<file path="src/rtl/loop_count_if.sv">
// Handshake and datapath bundle between the loop-count controller and its
// surrounding datapath (start/hold requests, mux feedback, status outputs).
interface loop_count_if #(
  parameter int WIDTH = 10
);
  logic             start;
  logic             hold;
  logic [WIDTH-1:0] L;
  logic             sel;
  logic [WIDTH-1:0] current_count;
  logic             busy;
  logic             loop_tick;
  logic             done;

  modport master (
    output start, hold, L,
    input  sel, current_count, busy, loop_tick, done
  );

  modport slave (
    input  start, hold, L,
    output sel, current_count, busy, loop_tick, done
  );
endinterface

</file>
<file path="src/rtl/loop_count_ctrl.sv">
// Loop-count controller: loads an initial count through the external mux,
// walks it down to zero with one tick per iteration, then pulses done.
module loop_count_ctrl #(
  parameter int WIDTH = 10
) (
  input  logic       clk,
  input  logic       rst,
  loop_count_if.slave bus
);

  typedef enum logic [1:0] {
    IDLE,
    RUN,
    DONE
  } state_t;

  state_t           state;
  logic [WIDTH-1:0] count;

  always_ff @(posedge clk) begin
    if (rst) begin
      state <= IDLE;
      count <= '0;
    end else begin
      case (state)
        IDLE: begin
          if (bus.start) begin
            count <= bus.L;
            state <= (bus.L == '0) ? DONE : RUN;
          end
        end
        RUN: begin
          // sel=0 here, so L is the current count fed back through the mux
          if (!bus.hold) begin
            count <= bus.L - WIDTH'(1);
            if (bus.L == WIDTH'(1)) state <= DONE;
          end
        end
        DONE: begin
          state <= IDLE;
        end
        default: begin
          state <= IDLE;
          count <= '0;
        end
      endcase
    end
  end

  // sel is a pure state decode, which keeps the mux feedback path acyclic
  assign bus.sel           = (state != RUN);
  assign bus.busy          = (state != IDLE);
  assign bus.loop_tick     = (state == RUN) && !bus.hold;
  assign bus.done          = (state == DONE);
  assign bus.current_count = count;

endmodule
</file>
<file path="src/flat_wrapper.sv">
// flat-port wrapper written by rule: the top's interface ports become plain ports
module loop_count_ctrl_flat 
#(
  parameter int WIDTH = 10
)
  (clk, rst, bus_start, bus_hold, bus_L, bus_sel, bus_current_count, bus_busy, bus_loop_tick, bus_done);
  loop_count_if #(.WIDTH(WIDTH)) bus_i ();
  input  logic clk;
  input  logic rst;
  input wire logic [$bits(bus_i.start)-1:0] bus_start;
  input wire logic [$bits(bus_i.hold)-1:0] bus_hold;
  input wire logic [$bits(bus_i.L)-1:0] bus_L;
  output wire logic [$bits(bus_i.sel)-1:0] bus_sel;
  output wire logic [$bits(bus_i.current_count)-1:0] bus_current_count;
  output wire logic [$bits(bus_i.busy)-1:0] bus_busy;
  output wire logic [$bits(bus_i.loop_tick)-1:0] bus_loop_tick;
  output wire logic [$bits(bus_i.done)-1:0] bus_done;
  assign bus_i.start = bus_start;
  assign bus_i.hold = bus_hold;
  assign bus_i.L = bus_L;
  assign bus_sel = bus_i.sel;
  assign bus_current_count = bus_i.current_count;
  assign bus_busy = bus_i.busy;
  assign bus_loop_tick = bus_i.loop_tick;
  assign bus_done = bus_i.done;
  loop_count_ctrl #(.WIDTH(WIDTH)) u_core (.clk(clk), .rst(rst), .bus(bus_i));
endmodule
</file>
<file path="config.mk">
export PLATFORM = sky130hd
export DESIGN_NAME = loop_count_ctrl_flat
export DESIGN_NICKNAME = d
export VERILOG_FILES = /design/src/rtl/loop_count_if.sv /design/src/rtl/loop_count_ctrl.sv /design/src/flat_wrapper.sv
export SDC_FILE = /design/constraint.sdc
export NUM_CORES = 1
export LEC_CHECK = 0
export CAP_MARGIN = 15
export CORE_UTILIZATION = 30
export CTS_CLUSTER_SIZE = 12
export DETAILED_ROUTE_END_ITERATION = 8
export PLACE_DENSITY = 0.65
export SETUP_SLACK_MARGIN = 0.5
export SYNTH_ARGS = -nofsm -noshare
export SYNTH_HDL_FRONTEND = slang
export SYNTH_SLANG_ARGS = --single-unit
export TNS_END_PERCENT = 20
</file>
<file path="constraint.sdc">
create_clock -name clk -period 1.91 [get_ports clk]
set_input_delay 0.4775 -clock clk [delete_from_list [all_inputs] [get_ports clk]]
set_output_delay 0.4775 -clock clk [all_outputs]
set_load 0.01 [all_outputs]
</file>
==> results list <==
- Core area: around 2100 sq um
* Class of the most critical setup path: input port to register
- Global routing used between 15 and 20% of the available tracks.
* Total number of clock tree sinks: 12
- Static timing analysis puts the maximum clock frequency at 0.598 GHz.
- Instance count along the most critical hold path: 1
- Counting both buffers and inverters, the worst setup path holds a total of 1.
- Most common cell after layout, fill and taps aside: sky130_fd_sc_hd__buf_4
- Syn_nets: 93
- DIE WIDTH: 49.9 um
* Antenna cell count: 0
- In this run the worst hold path is classified as register to register.
- After layout, the minimum clock period comes to roughly 1700 ps.
- The tool flagged a number of max-cap violations equal to 0.
- Counting cells, the worst reg-to-reg path comes to 5.
- CTS root buffer: sky130_fd_sc_hd__clkbuf_4
- Detailed routing inserted a total of 768 vias.
* Post-synthesis cell count: 76
- TritonCTS built the clock tree.
- For this run, asynchronously set or reset flops after synthesis account for 0%.
- Endpoint of the worst setup timing path: u_core.bus.current_count[9]
- At the end of routability-driven placement, the weighted congestion stood at 0.725.
- The signal on the critical path passes through buf_6 -> or4_4 -> or4b_4 -> xor2_2 -> o2bb2ai_2.
- Worst slack, placed: -411 ps
- Iteration count of the initial detailed-routing pass: 2
* Commonest non-fill, non-tap cells in the layout: sky130_fd_sc_hd__buf_4, sky130_fd_sc_hd__clkdlybuf4s50_1, sky130_fd_sc_hd__nor2_1, sky130_fd_sc_hd__dfxtp_1, sky130_fd_sc_hd__o2bb2ai_1
- Effective utilization at floorplan: 33.3%
- CTS clock-pin slew for the worst setup and hold paths: 70 ps
- Final hold violations: 0
- The final layout contains routed wiring with a total length of 1.89 mm.
* Overall die area: 2490 sq um
- In this run the number of H-tree levels came out at 1.
- Setup violation total in the final timing report: 0
- Worst Setup SP: bus_L[8]
- DR WL/cell: 11.9 um
- The largest single stage delay on the critical path is between 500 and 600 ps.
- The flow ran to the end, and the final reports show no timing, DRC or antenna violations.
* Worst Skew: 0.334 ps
- Flop2flop setup slack: 350 ps
* FILL cells: 192
- In this run the number of cells on the critical path is 5.
- Initial detailed-routing violation count: 3
- I/O pin total: 28
- The worst setup path is captured at a register.
- Post-route core utilization: 61.8%
* Peak supply drop: 352 uV
- Cell area power density: ~540 nW/um^2
* CTS max path bufs: 2
- Worst-path fanout max: 2
- Share of the cycle needed by the critical path after routing: 87.5%
- In this run the critical register-to-register path is captured at u_core.bus.current_count[9].
- Post-synth top flop: sky130_fd_sc_hd__dfxtp_1
- Required time at the worst-slack endpoint: 2120 ps
- Final-stage net count: 150
- Data arrival time of the critical path: 1880 ps
- Total gr overflow: 0
- Summing every instance area after synthesis gives 687 sq um.
* Mean instance size in the synthesized netlist: 9.04 sq um
* Leakage: between 0.0005 and 0.0006 uW
- After detailed routing, the number of vias per cell comes to 4.83.
- Number of different library cells in the post-synthesis netlist: 29
- For this run, design rule violations remaining after detail routing come to 0.
* Worst R2R Start: u_core.state[0]
* Count of input and output buffers: 27
- In this run the vertical extent of the chip is around 50 um.
- At the pin with the least slew margin, the transition time is 313 ps.
- The number of max-slew violations in the final report was 0.
- Pin count of the biggest net entering global routing: 9
- Sequential cells were found to cover 35.0% of the synthesized design area.
- Once detail routing completed, the nets flagged for antenna violations numbered 0.
- Area added between synthesis and finish: 85.4%
- Setup repair after global routing missed its margin: true
- The first global-routing pass estimated approximately 3.2 mm of wire.
- The synthesized design contains 12 register bits.
- Headroom to the max-slew limit came out at 78.8%.
- Fraction of final layout cells sized beyond drive strength 1: 41.7%
- Among all stages on the critical path, the largest delay is contributed by sky130_fd_sc_hd__or4_4.
* Via count of the first global-routing pass: 799
* Critical path startpoint category: input port
* Yosys synthesis warning count: 0
- EDFF count, synth: 0
- Across all setup checks in the final design, the least slack found is 238 ps.
- Number of cell rows: 16
- Antenna violations before repair: 0
- The clock reaches the later pin of the worst-skew pair after 270 ps.
- HPWL after detailed placement: 1.31 mm
- Family with the most delay on the worst path: simple AND/OR/NAND/NOR gates
- Number of buffers added by the clock tree synthesis step: 3
## kinds of logic after synthesis
family | synth area share (%)
AOI/OAI and AO/OA | 18.4
xor gates and xnor gates | 10.2
adders and majority gates | 5.47
buffers and inverters | 3.28
DFF | 35.0
muxes | 2.91
and+or+nand+nor | 24.8
## cell usage after synthesis, drive strengths merged, types with 3 or more instances
library cell	instances	area share, %
dfxtp	12	35
nor2	12	6.6
o2bb2ai	7	9.8
nand2	5	2.7
xnor2	5	6.4
ha	3	5.5
inv	3	1.6
nand2b	3	2.7
xor2	3	3.8
## where the power goes
group          internal (uW)  total, uW  leakage, uW  switching [uW]
Sequential               268        279     0.000100            10.9
Clock                    116        200    0.0000210            84.2
Combinational            121        208     0.000454            86.7
Total                    506        687     0.000575             182
## what timing repair did
item	CTS	global route
setup buffers	7	1
setup endpoints to repair	25	26
hold buffers	0	0
resized for setup	49	10
pin swaps	8	8
## through the flow
step	power [uW]	hold WS, ps	setup TNS [ps]	instance area, sq um	cells
after floorplan	358	489	0	687	76
after global placement	478	439	-1590	1130	147
after detailed placement	480	444	-1720	1130	147
after CTS	690	461	0	1250	158
after global routing	729	491	0	1270	159
final	687	457	0	1270	159
## cell type report
| cell class | instances | area (sq um) | share of cell area, % |
|---|---|---|---|
| Clock buffer | 4 | 36.3 | 2.85 |
| Multi-Input combinational cell | 58 | 474 | 37.2 |
| Tap cell | 27 | 33.8 | 2.65 |
| Timing Repair Buffer | 55 | 470 | 36.9 |
| Sequential cell | 12 | 248 | 19.4 |
| Inverter | 3 | 11.3 | 0.884 |
## layer usage
| layer | up-vias | GRT usage, % | part of all wire (%) |
|---|---|---|---|
| li1 | 381 | - | - |
| met1 | 361 | 18.4 | 41 |
| met2 | 24 | 31.5 | 52 |
| met3 | 2 | 4.32 | 5.9 |
| met4 | 0 | 5.71 | 0.42 |
| met5 | - | 0 | 0 |
## registers in the layout, summed over array words and instances (netlist names)
| name | count |
|---|---|
| u_core.bus.current_count | 10 |
| u_core.state | 2 |
## worst min-delay path by stage
| stage | startpoint | endpoint | slack, ps |
|---|---|---|---|
| 5_1_grt | u_core.bus.current_count[2] | u_core.bus.current_count[2] | 490 |
| 3_3_place_gp | u_core.bus.current_count[2] | u_core.bus.current_count[2] | 440 |
| 3_5_place_dp | u_core.bus.current_count[2] | u_core.bus.current_count[2] | 440 |
| 2_1_floorplan | u_core.bus.current_count[3] | u_core.bus.current_count[3] | 490 |
| 4_1_cts | u_core.bus.current_count[2] | u_core.bus.current_count[2] | 460 |
| 6_report | u_core.bus.current_count[2] | u_core.bus.current_count[2] | 460 |
Power figures use the tool's default switching activity.
